**config.mk**
```make
export PLATFORM = sky130hd
export DESIGN_NAME = base_red_xor_acc
export DESIGN_NICKNAME = d
export VERILOG_FILES = /design/src/rtl/base_red_xor_acc.sv
export SDC_FILE = /design/constraint.sdc
export NUM_CORES = 1
export LEC_CHECK = 0
export BUFFER_PORTS_ARGS = -buffer_cell sky130_fd_sc_hd__buf_4
export CAP_MARGIN = 30
export CORE_UTILIZATION = 48
export CTS_CLUSTER_SIZE = 28
export DETAILED_ROUTE_END_ITERATION = 8
export PLACE_DENSITY = 0.84
export SETUP_SLACK_MARGIN = 0.15
export SLEW_MARGIN = 20
export SYNTH_ARGS = -nofsm -noshare
export SYNTH_HDL_FRONTEND = slang
export SYNTH_SLANG_ARGS = --single-unit
export TNS_END_PERCENT = 30
```
**constraint.sdc**
```tcl
create_clock -name clk -period 1.5 [get_ports clk]
set_input_delay 0.3 -clock clk [delete_from_list [all_inputs] [get_ports clk]]
set_output_delay 0.3 -clock clk [all_outputs]
set_load 0.05 [all_outputs]
```
**src/rtl/base_red_xor_acc.sv**
```systemverilog
// rtl/base_red_xor_acc.sv - registered XOR reducer with per-beat and frame-accumulate modes
module base_red_xor_acc #(
   parameter int ways  = 2,
   parameter int width = 8,
   parameter int cntw  = 8
) (
   input  logic                    clk,
   input  logic                    reset,
   input  logic                    i_v,
   output logic                    i_r,
   input  logic [ways*width-1:0]   i_d,
   input  logic                    i_last,
   input  logic                    i_mode,
   output logic                    o_v,
   input  logic                    o_r,
   output logic [width-1:0]        o_d,
   output logic [cntw-1:0]         o_cnt
);

   localparam logic [cntw-1:0] CNT_MAX = '1;
   localparam logic [cntw-1:0] CNT_ONE = cntw'(1);

   logic [width-1:0] r_acc;
   logic [cntw-1:0]  r_cnt;
   logic             r_active;
   logic             r_mode;
   logic             r_o_v;
   logic [width-1:0] r_o_d;
   logic [cntw-1:0]  r_o_cnt;

   logic [width-1:0] w_red;
   logic             w_accept;
   logic             w_mode;
   logic             w_emit;
   logic [cntw-1:0]  w_cnt_next;

   // Fold all words of the incoming beat into one word.
   always_comb begin
      w_red = '0;
      for (int k = 0; k < ways; k++) begin
         w_red = w_red ^ i_d[k*width +: width];
      end
   end

   // No skid buffer: input only moves when the output register is free or draining.
   assign i_r        = ~r_o_v | o_r;
   assign w_accept   = i_v & i_r;
   // The mode of a frame comes from its first beat; later beats use the latched copy.
   assign w_mode     = r_active ? r_mode : i_mode;
   // Mode 0 emits on every beat; mode 1 only on the last beat of the frame.
   assign w_emit     = ~w_mode | i_last;
   assign w_cnt_next = (r_cnt == CNT_MAX) ? r_cnt : r_cnt + CNT_ONE;

   // Frame accumulator, beat counter and output register.
   always_ff @(posedge clk or posedge reset) begin
      if (reset) begin
         r_acc    <= '0;
         r_cnt    <= '0;
         r_active <= 1'b0;
         r_mode   <= 1'b0;
         r_o_v    <= 1'b0;
         r_o_d    <= '0;
         r_o_cnt  <= '0;
      end else if (w_accept) begin
         r_mode <= w_mode;
         if (w_emit) begin
            r_o_v    <= 1'b1;
            r_o_d    <= r_acc ^ w_red;
            r_o_cnt  <= w_cnt_next;
            r_acc    <= '0;
            r_cnt    <= '0;
            r_active <= 1'b0;
         end else begin
            r_acc    <= r_acc ^ w_red;
            r_cnt    <= w_cnt_next;
            r_active <= 1'b1;
         end
      end else if (r_o_v & o_r) begin
         r_o_v <= 1'b0;
      end
   end

   assign o_v   = r_o_v;
   assign o_d   = r_o_d;
   assign o_cnt = r_o_cnt;

endmodule

```
==> impl_metrics.env <==
export IMPL_worst_setup_path_type="reg2reg"
export IMPL_dieArea_um2=4011
export IMPL_synth_area_leaders="dfrtp_1 49%, o21ai_1 5.3%, a22o_1 4.4%"
export IMPL_synth_ff_type="dfrtp_1"
export IMPL_cts_buffers=5
export IMPL_synth_edff_count=0
export IMPL_ant_nets=0
export IMPL_synth_top_area_cell="dfrtp_1"
export IMPL_final_core_util_pct=71.79
export IMPL_synthCells=177
export IMPL_drt_initial_drc_count=98
export IMPL_post_route_drc_count=0
export IMPL_cp_num_buf_inv=0
export IMPL_h_tree_depth=2
export IMPL_routed_via_count=1553
export IMPL_final_common_cell="buf_4"
export IMPL_clock_sinks=35
export IMPL_finalClockSkew_ns=0.002622
export IMPL_power_frac_seq_pct=40.2
export IMPL_rsz0062_at_grt="yes"
export IMPL_post_route_period_util_pct=98.08
export IMPL_ir_drop_v=0.0007272
export IMPL_postSynthAreaPerCell_um2=10.20
export IMPL_p_per_area_nw_per_um2=1179
export IMPL_fin_cells=283
export IMPL_cts_root_buf="clkbuf_8"
export IMPL_clkTransAtPathRegs_ns=0.07
export IMPL_yosysWarnings=0
export IMPL_cts_max_path_buffers=2
export IMPL_worst_setup_path_start_kind="register"
export IMPL_rows=21
export IMPL_async_flop_share_pct=100.0
export IMPL_syn_nets=200
export IMPL_pwr_share_comb_pct=34.0
export IMPL_endpoint_kind="register"
export IMPL_cts_hold_buf=0
export IMPL_arrival_ns=1.68
export IMPL_clkPwrFrac_pct=25.8
export IMPL_synthDominantCellAreaShare_pct=48.51
export IMPL_syn_area_um2=1805
export IMPL_wirelength_mm=4.401
export IMPL_grt_overflow_total=0
export IMPL_cts_tree="done"
export IMPL_nets=259
export IMPL_ys_ff_latch=35
export IMPL_cp_slowest_cell="dfrtp_1"
export IMPL_die_y_um=63.33
export IMPL_via_per_inst=5.488
export IMPL_finalSetupViolCount=0
export IMPL_swShare_pct=36.08
export IMPL_hold_slack_ns=0.1005
export IMPL_clk_latency_ns=0.30
export IMPL_max_stage_delay_ns=0.42
export IMPL_grt_max_degree=36
export IMPL_gp_congestion=0.7904
export IMPL_p_leak_nw=1.162
export IMPL_start_util_pct=52.06
export IMPL_max_slew_margin_rel_pct=69.56
export IMPL_port_buffers=39
export IMPL_p_int_mw=1.877
export IMPL_firstDrtPassIters=4
export IMPL_status="finished, final reports clean"
export IMPL_wl_per_cell_um=15.55
export IMPL_ys_types=38
export IMPL_fmax_mhz=679.7
export IMPL_antenna_found_initial=0
export IMPL_ys_seq_area_share_pct=48.51
export IMPL_ios=40
export IMPL_worst_slack_ns=0.02886
export IMPL_worst_slew_pin_slew_ns=0.4549
export IMPL_grt_pass1_wl_mm=6.734
export IMPL_area_growth_pct=37.91
export IMPL_hpwl_mm=2.722
export IMPL_drv_cap=0
export IMPL_period_needed_ns=1.471
export IMPL_die_w_um=63.33
export IMPL_switching_power_mw=1.060
export IMPL_fillCellCount=267
export IMPL_numPlacedInstances=267
export IMPL_worstPathCellList="ha_2 -> and3_4 -> nand3_4 -> and3_4 -> o31ai_2"
export IMPL_cpLargestDelayFamily="simple AND/OR/NAND/NOR gates"
export IMPL_dp_slack_ns=0.02760
export IMPL_worst_ep_required_time_ns=1.71
export IMPL_worstPathMaxFanout=5
export IMPL_layout_drive_gt1_share_pct=41.35
export IMPL_grt_pass1_vias=1458
export IMPL_core_area_um2=3468
export IMPL_hold_path_class="in2async"
export IMPL_final_cell_mix="54 x buf_4, 33 x dfrtp_1, 19 x o21ai_1, 17 x nand2_1"
export IMPL_finalHoldViolCount=0
export IMPL_n_antenna_cell=0
export IMPL_tns_ns=0
export IMPL_grtUsageTotal_pct=22.62
export IMPL_crit_top_cell="and3_4"
export IMPL_finalMaxSlewViolations=0
## cell usage after synthesis, types with 2 or more instances
| library cell | n |
|---|---|
| a21oi_2 | 2 |
| buf_4 | 2 |
| inv_1 | 4 |
| o21ai_1 | 19 |
| xnor2_1 | 9 |
| o31ai_2 | 2 |
| mux2_1 | 2 |
| mux2i_1 | 2 |
| a21oi_1 | 11 |
| o21ai_0 | 2 |
| nor2b_1 | 8 |
| xor2_1 | 8 |
| o21ai_2 | 2 |
| nand3_1 | 3 |
| and3_1 | 7 |
| nand2_1 | 18 |
| nor2_1 | 7 |
| a31o_1 | 3 |
| dfrtp_1 | 35 |
| buf_2 | 5 |
| a22o_1 | 9 |
## cell families after synthesis
kind of cell / after synthesis / synth area share, %
AOI/OAI and AO/OA: 55 / 20.10
and+or+nand+nor: 51 / 15.45
DFF: 35 / 48.51
xor gates and xnor gates: 17 / 8.247
buffers and inverters: 13 / 3.880
muxes: 5 / 3.118
adders and majority gates: 1 / 0.6929
## repair_timing
action                                  CTS  global route
gates resized for setup                   8            19
pin swaps                                 8            16
buffers inserted                          4             2
gates cloned                              2             0
endpoints found under the setup margin   31            33
## metrics by stage
step	total power [mW]	cell area (um2)
global route	3.051	2490
finish	2.937	2490
CTS	2.923	2396
global placement	2.119	2218
detailed placement	2.147	2218
floorplan	1.854	1831
## registers in the layout (all words and copies together) (netlist names)
signal and flops:
r_acc 8, o_cnt 8, r_cnt 8, r_active 1
r_mode 1, o_v 1, o_d 8
## worst reg2reg max path, cell delays in order (launching register included)
cell     delay, ns
dfrtp_1       0.42
ha_2          0.22
and3_4        0.23
nand3_4       0.11
and3_4        0.20
o31ai_2       0.20
## power by group through the flow
stage	Sequential (mW)	Combinational [mW]	Clock (mW)
after floorplan	1.50	0.356	0
after global placement	1.19	0.927	0
after detailed placement	1.20	0.947	0
after CTS	1.18	0.976	0.767
after global routing	1.20	1.06	0.791
final	1.18	0.998	0.757
## layer usage
metal	up-vias	wire length [um]	global-route usage (%)	share of wire, %
met5	-	0	0	0
met2	57	2241	36.70	51
met3	16	251	6.341	5.7
met1	735	1765	26.23	40
li1	745	-	-	-
met4	0	142	13.92	3.2
## worst paths after layout
| check | slack (ns) | cells after the start | startpoint | to |
|---|---|---|---|---|
| max | 0.03 | 5 | r_cnt[1] | o_cnt[3] |
| min | 0.10 | 3 | reset | o_d[0] |
| max reg2reg | 0.03 | 5 | r_cnt[1] | o_cnt[3] |
| min reg2reg | 0.48 | 2 | o_cnt[4] | o_cnt[4] |
| max in group asynchronous | 1.06 | 3 | reset | o_v |
| min in group clk | 0.17 | 2 | o_r | o_v |
## area by class of cell
| type | instances | area [um2] | share of cell area, % |
|---|---|---|---|
| clock buffers | 8 | 100.1 | 4.020 |
| inverters | 4 | 15.01 | 0.6030 |
| multi-input cells | 130 | 972.2 | 39.05 |
| flip-flops and latches | 35 | 878.3 | 35.28 |
| well taps | 46 | 57.56 | 2.312 |
| repair buffers | 60 | 466.7 | 18.74 |
Note: power is estimated with default switching activity, not from simulation.
